**src/rtl/uart_tx_cfg.sv**
```systemverilog
// uart_tx_cfg: runtime-configurable UART transmitter.
// Sends start / DATA_WIDTH data bits (LSB first) / optional parity / 1 or 2 stop bits.
// Each serial bit is held for OVERSAMPLE bclk cycles. Framing options are latched
// when a frame is accepted, so later changes on the inputs cannot corrupt it.
module uart_tx_cfg #(
  parameter int OVERSAMPLE = 16,
  parameter int DATA_WIDTH = 8,
  parameter int TICK_W     = $clog2(OVERSAMPLE),
  parameter int BIT_W      = $clog2(DATA_WIDTH)
) (
  input  logic                  bclk,
  input  logic                  reset,
  input  logic                  tx_start,
  input  logic [DATA_WIDTH-1:0] tx_din,
  input  logic [1:0]            parity_mode,
  input  logic                  stop2,
  output logic                  tx,
  output logic                  tx_busy,
  output logic                  tx_done_tk
);

  typedef enum logic [2:0] {
    IDLE,
    START,
    DATA,
    PARITY,
    STOP
  } state_t;

  localparam logic [TICK_W-1:0] TICK_MAX = TICK_W'(OVERSAMPLE - 1);
  localparam logic [BIT_W-1:0]  BIT_MAX  = BIT_W'(DATA_WIDTH - 1);

  state_t                state;
  logic [TICK_W-1:0]     tick;
  logic [BIT_W-1:0]      bit_cnt;
  logic [DATA_WIDTH-1:0] shift_reg;
  logic                  parity_bit;
  logic                  parity_en;
  logic                  stop2_q;
  logic                  stop_cnt;
  logic                  bit_end;

  assign bit_end = (tick == TICK_MAX);

  // Frame sequencer: tick counting, bit sequencing and all registered outputs
  always_ff @(posedge bclk or posedge reset) begin
    if (reset) begin
      state      <= IDLE;
      tick       <= '0;
      bit_cnt    <= '0;
      shift_reg  <= '0;
      parity_bit <= 1'b0;
      parity_en  <= 1'b0;
      stop2_q    <= 1'b0;
      stop_cnt   <= 1'b0;
      tx         <= 1'b1;
      tx_busy    <= 1'b0;
      tx_done_tk <= 1'b0;
    end else begin
      tx_done_tk <= 1'b0;

      if (state != IDLE) begin
        if (bit_end) begin
          tick <= '0;
        end else begin
          tick <= tick + TICK_W'(1);
        end
      end

      case (state)
        IDLE: begin
          tick    <= '0;
          tx      <= 1'b1;
          tx_busy <= 1'b0;
          if (tx_start) begin
            shift_reg  <= tx_din;
            parity_bit <= (parity_mode == 2'b10) ? ~(^tx_din) : (^tx_din);
            parity_en  <= (parity_mode == 2'b01) || (parity_mode == 2'b10);
            stop2_q    <= stop2;
            bit_cnt    <= '0;
            stop_cnt   <= 1'b0;
            tx         <= 1'b0;
            tx_busy    <= 1'b1;
            state      <= START;
          end
        end

        START: begin
          if (bit_end) begin
            tx    <= shift_reg[0];
            state <= DATA;
          end
        end

        DATA: begin
          if (bit_end) begin
            shift_reg <= shift_reg >> 1;
            if (bit_cnt == BIT_MAX) begin
              bit_cnt <= '0;
              if (parity_en) begin
                tx    <= parity_bit;
                state <= PARITY;
              end else begin
                tx    <= 1'b1;
                state <= STOP;
              end
            end else begin
              bit_cnt <= bit_cnt + BIT_W'(1);
              tx      <= shift_reg[1];
            end
          end
        end

        PARITY: begin
          if (bit_end) begin
            tx    <= 1'b1;
            state <= STOP;
          end
        end

        STOP: begin
          if (bit_end) begin
            if (stop2_q && !stop_cnt) begin
              stop_cnt <= 1'b1;
            end else begin
              stop_cnt   <= 1'b0;
              tx_busy    <= 1'b0;
              tx_done_tk <= 1'b1;
              state      <= IDLE;
            end
          end
        end

        default: begin
          tx      <= 1'b1;
          tx_busy <= 1'b0;
          state   <= IDLE;
        end
      endcase
    end
  end

endmodule

```
**config.mk**
```make
export PLATFORM = sky130hd
export DESIGN_NAME = uart_tx_cfg
export DESIGN_NICKNAME = d
export VERILOG_FILES = /design/src/rtl/uart_tx_cfg.sv
export SDC_FILE = /design/constraint.sdc
export NUM_CORES = 1
export LEC_CHECK = 0
export CORE_UTILIZATION = 54
export DETAILED_ROUTE_END_ITERATION = 10
export MAX_ROUTING_LAYER = met4
export PLACE_DENSITY_LB_ADDON = 0.25
export SYNTH_ARGS = -nofsm -noshare
export SYNTH_HDL_FRONTEND = slang
export SYNTH_SLANG_ARGS = --single-unit
```
**constraint.sdc**
```tcl
create_clock -name bclk -period 2.35 [get_ports bclk]
set_clock_uncertainty 0.15 [all_clocks]
set_input_delay 0.5875 -clock bclk [delete_from_list [all_inputs] [get_ports bclk]]
set_output_delay 0.5875 -clock bclk [all_outputs]
set_load 0.1 [all_outputs]
```
==> metrics.md, run 1 <==
| Metric | Value |
|---|---|
| Initial antenna violation count | 0 |
| Dpl cells | about 180 |
| Share of the synthesized area in the top cell type | 0.456 |
| Worst Path Required | approximately 2.4 ns |
| Yosys warns | 0 |
| Element type at the critical path end | register |
| Layout Nets | ~170 |
| GRT overflow | 0 |
| # rows | 17 |
| Slew @ Worst Pin | ~0.45 ns |
| Synth Net Count | between 150 and 200 |
| Layout cells sized above 1 | 0.105 |
| Top-level I/O count | 17 |
| CTS Buf Count | 3 |
| P_sw | roughly 0.28 mW |
| CTS clk-pin slew, worst paths | roughly 0.13 ns |
| Arrival time worst endpoint | between 2 and 2.5 ns |
| Internal power | around 0.63 mW |
| Leak | 0.711 nW |
| Placed cell area | between 0.001 and 0.0015 mm² |
| Vias in the first global route | approximately 1000 |
| Post-synth cell types | 34 |
| Dominant cells by area after synthesis | dfrtp_1 (46%), a21oi_1 (6.1%), inv_1 (4.6%) |
| Drt wl/cell | 14.1 µm |
| Port Buffers | 16 |
| Post-synth ARST share | 1.00 |
| Post-DRT Antenna Nets | 0 |
| Non-Filler Instances | roughly 180 |
| Status | finished, final reports clean |
| Starting density of the core | 0.584 |
| CTS tree | built |
| Critical path startpoint category | input port |
| DRC Markers | 0 |
| Via count | just under 1k |
| Pin count of the biggest net entering global routing | 26 |
| Hold Path Class | register to register |
| Layout area overhead | 15.8% |
| Worst-path maximum fanout | 1 |
| Root buf cell | clkbuf_4 |
| Clk sinks | 25 |
| Die ar. | around 0.0026 mm² |
| Max cap viols | 0 |
| Clock share of power | 0.214 |
| Syn_area_per_cell | 9.69 µm² |
| Peak supply drop | 0.510 mV |
| Design area | around 0.0015 mm² |
| Part of the power in registers | 0.541 |
| Cell accounting for the most synthesized area | dfrtp_1 |
| Setup bufs post-CTS | 0 |
| Die width | just over 50 µm |
| Inserted Diodes | 0 |
| Cell Area, Synth | about 0.0013 mm² |
| Clock Path Buffers | 2 |
| Layout fillers | about 200 |
| H-tree levels | 1 |
| Worst skew pair latency | between 0.3 and 0.4 ns |
| Post-CTS sizing | 0 |
| Combinational power share | 0.245 |
| Number of flip-flops in the largest register | 8 |
| RSZ-0062 raised after global routing | false |
| Pwr dens | 594 mW/mm² |
| Die H | around 50 µm |
| Net Sw Frac | 0.307 |
| Post-synth top flop | dfrtp_1 |
| Seq cells post-synth | 25 |
| Total track usage | 0.233 |
| Synth Instances | 136 |
| RD Place Congestion | around 0.79 |
| Critical path class | input port to register |
| Hold-fix buffer count after cts | 0 |
| Global-route wire length before repair | 4370 µm |
| Routed wire length | 2560 µm |
| HPWL after DPL | 1890 µm |
| Setup TNS | 0 ns |
| Max Slew Vio Count | 0 |
| Post-route clock period utilization | 0.875 |
| Post-layout min period | 2.06 ns |
| Register area share after synthesis | 0.476 |
| Core area | 0.00225 mm² |
| Initial DRC Count | 22 |
| Final setup fails | 0 |
| DR pass1 iterations | 4 |
| Achievable Freq | between 400 and 500 MHz |
| Post-synth EDFFs | 0 |
| Rel. slew slack | 0.699 |
| Drt via density | around 5.5 |
| Hold Fails Final Rpt | 0 |
==> per-layer routing <==
layer  global-route usage  wire [µm]  up-vias
met2                0.370       1280       23
met5                    -          0        -
met4               0.0901         36        0
li1                     -          -      504
met1                0.307       1170      464
met3               0.0268         72        4
==> kinds of logic after synthesis <==
family,synth area share
simple gates,0.148
flops,0.476
xor+xnor,0.0636
buf+inv,0.0883
compound gates,0.162
fa+ha+maj,0.0380
mux,0.0237
==> worst max-delay path, cell delays in order <==
cell,delay (ns)
clkdlybuf4s50_1,0.46
inv_1,0.04
ha_1,0.19
xnor2_1,0.20
xnor3_1,0.36
xnor2_1,0.13
o21ai_0,0.16
==> power by group through the flow <==
stage               Sequential [mW]  Combinational, mW  Clock, mW
floorplan                     0.518              0.137          0
global placement              0.494              0.215          0
detailed placement            0.498              0.223          0
CTS                           0.489              0.224      0.200
global route                  0.494              0.244      0.212
finish                        0.490              0.222      0.194
==> layout make-up <==
type                            count  area [µm²]  share of cell area
Inverter                           16        60.1              0.0394
Tap cell                           28        35.0              0.0230
Multi-Input combinational cell     87         574               0.377
Sequential cell                    25         627               0.411
Timing Repair Buffer               21         203               0.133
Clock buffer                        4        26.3              0.0172
==> cell usage in the layout, fill, tap and decap left out, drive strengths merged, types with 2 or more instances in the layout <==
cell and instances:
dfrtp 24, inv 16, a21oi 16, clkdlybuf4s50 13, o21ai 9, o22ai 8
buf 8, nand3 7, xnor2 5, nor2 5, nand2b 4, nor3 4
ha 4, clkbuf 4, nand2 3, or3 2, and3 2, xor2 2
nand3b 2, mux2i 2, and2 2
==> through the flow <==
stage                     setup WS, ns  utilization  total power [mW]  hold WS, ns
after detailed placement       -0.0581        0.665             0.721        0.332
after floorplan                  0.556            -             0.655        0.291
after global routing             0.188        0.676             0.950        0.380
after global placement          0.0653        0.665             0.709        0.312
final                            0.293        0.676             0.906        0.361
after CTS                        0.284        0.676             0.913        0.362
==> cell usage after synthesis (2+ instances only) <==
| cell type | n |
|---|---|
| nor3_1 | 4 |
| inv_1 | 16 |
| buf_6 | 3 |
| a21oi_1 | 16 |
| dfrtp_1 | 24 |
| or3_1 | 2 |
| mux2i_1 | 2 |
| nand2b_1 | 4 |
| ha_1 | 4 |
| xor2_1 | 2 |
| clkbuf_1 | 2 |
| nand3_1 | 7 |
| nand2_1 | 3 |
| o21ai_0 | 9 |
| buf_2 | 3 |
| and3_1 | 2 |
| o22ai_1 | 8 |
| nand3b_1 | 2 |
| xnor2_1 | 5 |
| nor2_1 | 4 |
==> path summary, 6_finish.rpt <==
path / start / to / slack [ns] / cells after the start
max: parity_mode[0] / parity_bit$_DFFE_PP0P_ / 0.29 / 7
min: stop_cnt$_DFFE_PP0P_ / stop_cnt$_DFFE_PP0P_ / 0.36 / 2
max reg2reg: tick[0]$_DFF_PP0_ / shift_reg[3]$_DFFE_PP0P_ / 0.42 / 6
min reg2reg: stop_cnt$_DFFE_PP0P_ / stop_cnt$_DFFE_PP0P_ / 0.36 / 2
max in group asynchronous: reset / tx$_DFFE_PP1P_ / 1.31 / 3
min in group asynchronous: reset / tick[2]$_DFF_PP0_ / 0.45 / 3
No activity file was read; power rests on OpenSTA's default activity.
==> run 2, diff against run 1 <==
- CORE_UTILIZATION: 54 -> 55
- clock period: 2.35 -> 2.6 ns (I/O delays scaled with it)
==> metrics.md, run 2 (synthesized netlist as in run 1, its figures left out) <==
| Metric | Value |
|---|---|
| Status | finished, final reports clean |
| HPWL after DPL | 1800 µm (-4.5%) |
| Number of flip-flops in the largest register | 8 (unchanged) |
| Hold Fails Final Rpt | 0 (unchanged) |
| Global-route wire length before repair | 4210 µm (-3.8%) |
| Root buf cell | clkbuf_4 |
| RSZ-0062 raised after global routing | false |
| DRC Markers | 0 (unchanged) |
| Post-route clock period utilization | 0.798 |
| CP max-delay cell | clkdlybuf4s50_1 |
| Layout cells sized above 1 | 0.0993 (-0.00524) |
| Vias in the first global route | 960 (-1.8%) |
| Clock Path Buffers | 2 (unchanged) |
| Die width | 50.9 µm (-0.88%) |
| CTS tree | built |
| Critical path startpoint | tx_start |
| Hold Path Class | register to register |
| CTS Buf Count | 3 (unchanged) |
| Peak supply drop | 0.364 mV (-29%) |
| Critical hold path startpoint | parity_bit$_DFFE_PP0P_ |
| Total track usage | 0.229 (-0.00461) |
| Max Slew Vio Count | 0 (unchanged) |
| Met3 wirelength from detailed routing | 71 µm (-1.4%) |
| Pin count of the biggest net entering global routing | 16 (-38%) |
| CTS clk-pin slew, worst paths | 0.14 ns (about the same) |
| WL met1 | 1110 µm (-5.4%) |
| H-tree levels | 1 (unchanged) |
| # rows | 17 (unchanged) |
| GRT overflow | 0 (unchanged) |
| Pwr dens | 539 mW/mm² (-9.3%) |
| Post-DRT Antenna Nets | 0 (unchanged) |
| Die H | 50.9 µm (-0.88%) |
| Worst-path maximum fanout | 11 (+10) |
| Cell Chain, Critical Path | clkdlybuf4s50_1 > nand2b_1 > or3_1 > buf_4 > o22ai_1 > a21oi_1 |
| Commonest cells after routing, fill and taps aside | dfrtp_1 (24), inv_1 (16), a21oi_1 (16), clkdlybuf4s50_1 (13), o21ai_0 (9) |
| Worst R2R Setup Slack | 0.74 ns (+0.32 ns) |
| Slew @ Worst Pin | 0.517 ns (+0.0688 ns) |
| Worst skew pair latency | 0.33 ns (+0.02 ns) |
| Critical path startpoint category | input port |
| Leak | 0.699 nW (-1.8%) |
| Initial antenna violation count | 0 (unchanged) |
| Element type at the critical path end | register |
| Worst Path Required | 2.69 ns (+0.25 ns) |
| Post-layout min period | between 2 and 2.5 ns |
| Commonest non-fill, non-tap cell in the layout | dfrtp_1 |
| WHS | 0.350 ns (-0.0106 ns) |
| Post-CTS sizing | 0 (unchanged) |
| Critical path class | input port to register |
| Top Layer Used | met4 |
| Routed wire length | 2450 µm (-4.2%) |
| Layout Nets | 170 (-1.2%) |
| Core area | 0.00223 mm² (-0.94%) |
| Setup bufs post-CTS | 0 (unchanged) |
| Inserted Diodes | 0 (unchanged) |
| Via count | 1013 (+1.8%) |
| Final setup fails | 0 (unchanged) |
| RD Place Congestion | 0.769 (-2.9%) |
| Rel. slew slack | 0.652 (-0.0462) |
| Port Buffers | 16 (unchanged) |
| Drt wl/cell | 13.7 µm (-3.1%) |
| Met2 WL | 1240 µm (-3.4%) |
| Arrival time worst endpoint | 2.16 ns (+0.02 ns) |
| RR Startpoint | state[1]$_DFFE_PP0P_ |
| Initial DRC Count | 14 (-36%) |
| Achievable Freq | between 400 and 500 MHz |
| Clk sinks | 25 (unchanged) |
| Setup TNS | 0 ns (unchanged) |
| DR pass1 iterations | 4 (unchanged) |
| Die ar. | 0.00260 mm² (-1.7%) |
| Max cap viols | 0 (unchanged) |
| Starting density of the core | 0.590 (+0.00557) |
| Drt via density | 5.66 (+2.9%) |
| Crit path largest cell delay | 0.53 ns (+0.07 ns) |
| Layout area overhead | 13.8% |
| Hold-fix buffer count after cts | 0 (unchanged) |
| Top-level I/O count | 17 (unchanged) |
-- run 2: cell count changes in the layout (fill, tap and decap cells not counted), sizes merged --
cell and change:
buf -2, clkbuf -1, clkinv +1
-- run 2: metrics by stage --
step | area (µm²) | setup slack [ns] | power (mW) | util | std cells
after floorplan | 1320 | 0.744 | 0.592 | - | 136
after global placement | 1470 | 0.185 | 0.631 | 0.659 | 175
after detailed placement | 1470 | 0.161 | 0.639 | 0.659 | 175
after CTS | 1500 | 0.534 | 0.816 | 0.671 | 179
after global routing | 1500 | 0.421 | 0.846 | 0.671 | 179
final | 1500 | 0.525 | 0.808 | 0.671 | 179
-- run 2: worst max-delay path: cells and delay by family --
family          cells  cell delay [ns]
buf+inv             2             0.75
compound gates      2             0.23
simple gates        2             0.53
-- run 2: worst paths after layout --
path,endpoint,depth (start not counted)
max,shift_reg[4]$_DFFE_PP0P_,6
min,parity_bit$_DFFE_PP0P_,2
max reg2reg,shift_reg[4]$_DFFE_PP0P_,5
min reg2reg,parity_bit$_DFFE_PP0P_,2
max in group asynchronous,bit_cnt[0]$_DFFE_PP0P_,3
min in group asynchronous,tx_busy$_DFFE_PP0P_,2
-- run 2: final cells by class --
type                    instances  area [µm²]
clock buffers                   3        22.5
well taps                      28        35.0
repair buffers                 19         175
flip-flops and latches         25         627
inverters                      16        60.1
fillers                       190         734
multi-input cells              87         574
clock inverters                 1        5.00
-- run 2: report_power, final --
group	internal, mW	switching [mW]
logic	0.0832	0.106
clock network	0.0578	0.119
registers	0.416	0.0261
-- run 2: routing by layer --
layer / vias up / global-route usage
li1: 498 / -
met1: 487 / 0.279
met2: 24 / 0.373
met3: 4 / 0.0268
met4: 0 / 0.120
met5: - / -
==> run 3, diff against run 2 <==
- CORE_UTILIZATION: 55 -> 54
- clock period: 2.6 -> 2 ns (I/O delays scaled with it)
==> metrics.md, run 3 (synthesized netlist as in run 1, its figures left out) <==
| Metric | Value |
|---|---|
| Setup bufs post-CTS | 0 (unchanged) |
| RSZ-0062 raised after global routing | false |
| Commonest non-fill, non-tap cell in the layout | dfrtp_1 |
| Post-route clock period utilization | 0.953 |
| Drt wl/cell | 13.9 µm (+1.3%) |
| # rows | 17 (unchanged) |
| Routed wire length | 2570 µm (+4.7%) |
| CTS Buf Count | 3 (unchanged) |
| Clock share of power | 0.212 (-0.007) |
| Rel. slew slack | 0.680 (+0.0271) |
| Post-layout min period | roughly 1.9 ns |
| Hold Fails Final Rpt | 0 (unchanged) |
| Starting density of the core | 0.584 (-0.00557) |
| Final setup fails | 0 (unchanged) |
| P_sw | 0.331 mW (+32%) |
| Root buf cell | clkbuf_4 |
| Layout fillers | 186 (-2.1%) |
| Inserted Diodes | 0 (unchanged) |
| Number of flip-flops in the largest register | 8 (unchanged) |
| Vias in the first global route | 1028 (+7.1%) |
| Layout Nets | 176 (+3.5%) |
| Clk sinks | 25 (unchanged) |
| Combinational power share | 0.267 (+0.033) |
| Status | finished, final reports clean |
| Element type at the critical path end | register |
| Initial DRC Count | 16 (+2) |
| Core area | 0.00225 mm² (+0.95%) |
| H-tree levels | 1 (unchanged) |
| Pwr dens | 685 mW/mm² (+27%) |
| Dpl cells | 181 (+3.4%) |
| Layout area overhead | 19.9% |
| WHS | 0.357 ns (+0.00713 ns) |
| Hold-fix buffer count after cts | 0 (unchanged) |
| Total track usage | 0.235 (+0.00572) |
| Die H | 51.4 µm (+0.88%) |
| Hold Path Class | input port to async pin |
| Achievable Freq | 525 MHz |
| Clock Path Buffers | 2 (unchanged) |
| Die width | 51.4 µm (+0.88%) |
| Net Sw Frac | 0.305 (-0.00570) |
| Critical path startpoint category | input port |
| Top-level I/O count | 17 (unchanged) |
| Multi-input combinational cell area | 574 µm² (unchanged) |
| HPWL after DPL | 1920 µm (+6.4%) |
| Arrival time worst endpoint | 2.00 ns (-0.16 ns) |
| Part of the power in registers | 0.521 (-0.026) |
| Global-route wire length before repair | 4380 µm (+4.1%) |
| DRC Markers | 0 (unchanged) |
| Worst setup margin | 0.0942 ns (-0.431 ns) |
| Post-DRT Antenna Nets | 0 (unchanged) |
| Drt via density | 5.66 (about the same) |
| Register Area | 627 µm² (unchanged) |
| Worst skew pair latency | 0.32 ns (about the same) |
| CTS tree | built |
| Peak supply drop | 0.455 mV (+25%) |
| Slew @ Worst Pin | 0.477 ns (-0.0404 ns) |
| Worst Path Required | 2.10 ns (-0.59 ns) |
| Non-Filler Instances | 185 (+3.4%) |
| DR pass1 iterations | 4 (unchanged) |
| Pre-CTS setup slack | -0.236 ns (-0.397 ns) |
| Critical path class | input port to register |
| Commonest cells after routing, fill and taps aside | dfrtp_1 (24), inv_1 (16), a21oi_1 (16), clkdlybuf4s50_1 (13) |
| Layout cells sized above 1 | 0.127 (+0.0281) |
| Internal power | 0.752 mW (+35%) |
| Max cap viols | 0 (unchanged) |
| RD Place Congestion | 0.765 (-0.60%) |
| Die ar. | 0.00264 mm² (+1.8%) |
| Max Slew Vio Count | 0 (unchanged) |
| Pin count of the biggest net entering global routing | 26 (+10) |
| GRT overflow | 0 (unchanged) |
| Port Buffers | 16 (unchanged) |
| Worst-path maximum fanout | 1 (-10) |
| Leak | 0.739 nW (+5.8%) |
| Via count | 1048 (+3.5%) |
| Post-CTS sizing | 0 (unchanged) |
| CTS clk-pin slew, worst paths | 0.14 ns (about the same) |
| Initial antenna violation count | 0 (unchanged) |
-- run 3: area by class of cell --
class,count,area share
Timing Repair Buffer,25,0.163
Clock buffer,4,0.0166
Sequential cell,25,0.397
Inverter,16,0.0380
Multi-Input combinational cell,87,0.363
Tap cell,28,0.0222
-- run 3: worst paths after layout --
kind / startpoint / to / slack [ns] / cells after the start
max: parity_mode[0] / parity_bit$_DFFE_PP0P_ / 0.09 / 7
min: reset / parity_en$_DFFE_PP0P_ / 0.36 / 3
max reg2reg: tick[0]$_DFF_PP0_ / shift_reg[5]$_DFFE_PP0P_ / 0.22 / 6
min reg2reg: parity_bit$_DFFE_PP0P_ / parity_bit$_DFFE_PP0P_ / 0.36 / 2
max in group asynchronous: reset / tx$_DFFE_PP1P_ / 1.05 / 3
min in group bclk: parity_bit$_DFFE_PP0P_ / parity_bit$_DFFE_PP0P_ / 0.36 / 2
-- run 3: worst max-delay path, cell delays in order --
cell             delay, ns
clkdlybuf4s50_1       0.45
inv_1                 0.04
ha_1                  0.19
xnor2_1               0.20
xnor3_1               0.35
xnor2_1               0.13
o21ai_0               0.14
-- run 3: metal layers --
metal	up-vias	share of wire	track usage
met4	0	0.020	0.108
met3	6	0.029	0.0268
li1	511	-	-
met5	-	0	-
met2	21	0.50	0.403
met1	510	0.45	0.274
-- run 3: power by group through the flow --
stage          sequential, mW  combinational [mW]  clock (mW)
2_1_floorplan           0.608               0.161           0
3_3_place_gp            0.572               0.279           0
3_5_place_dp            0.574               0.289           0
4_1_cts                 0.564               0.290       0.233
5_1_grt                 0.569               0.314       0.252
6_report                0.565               0.289       0.230
-- run 3: per-stage QoR --
step           setup TNS [ns]  power, mW  instance area, µm²   util
5_1_grt                     0       1.13                1580  0.701
3_5_place_dp            -2.06      0.863                1550  0.689
3_3_place_gp            -1.64      0.851                1550  0.689
2_1_floorplan               0      0.770                1320      -
6_report                    0       1.08                1580  0.701
4_1_cts                     0       1.09                1580  0.701
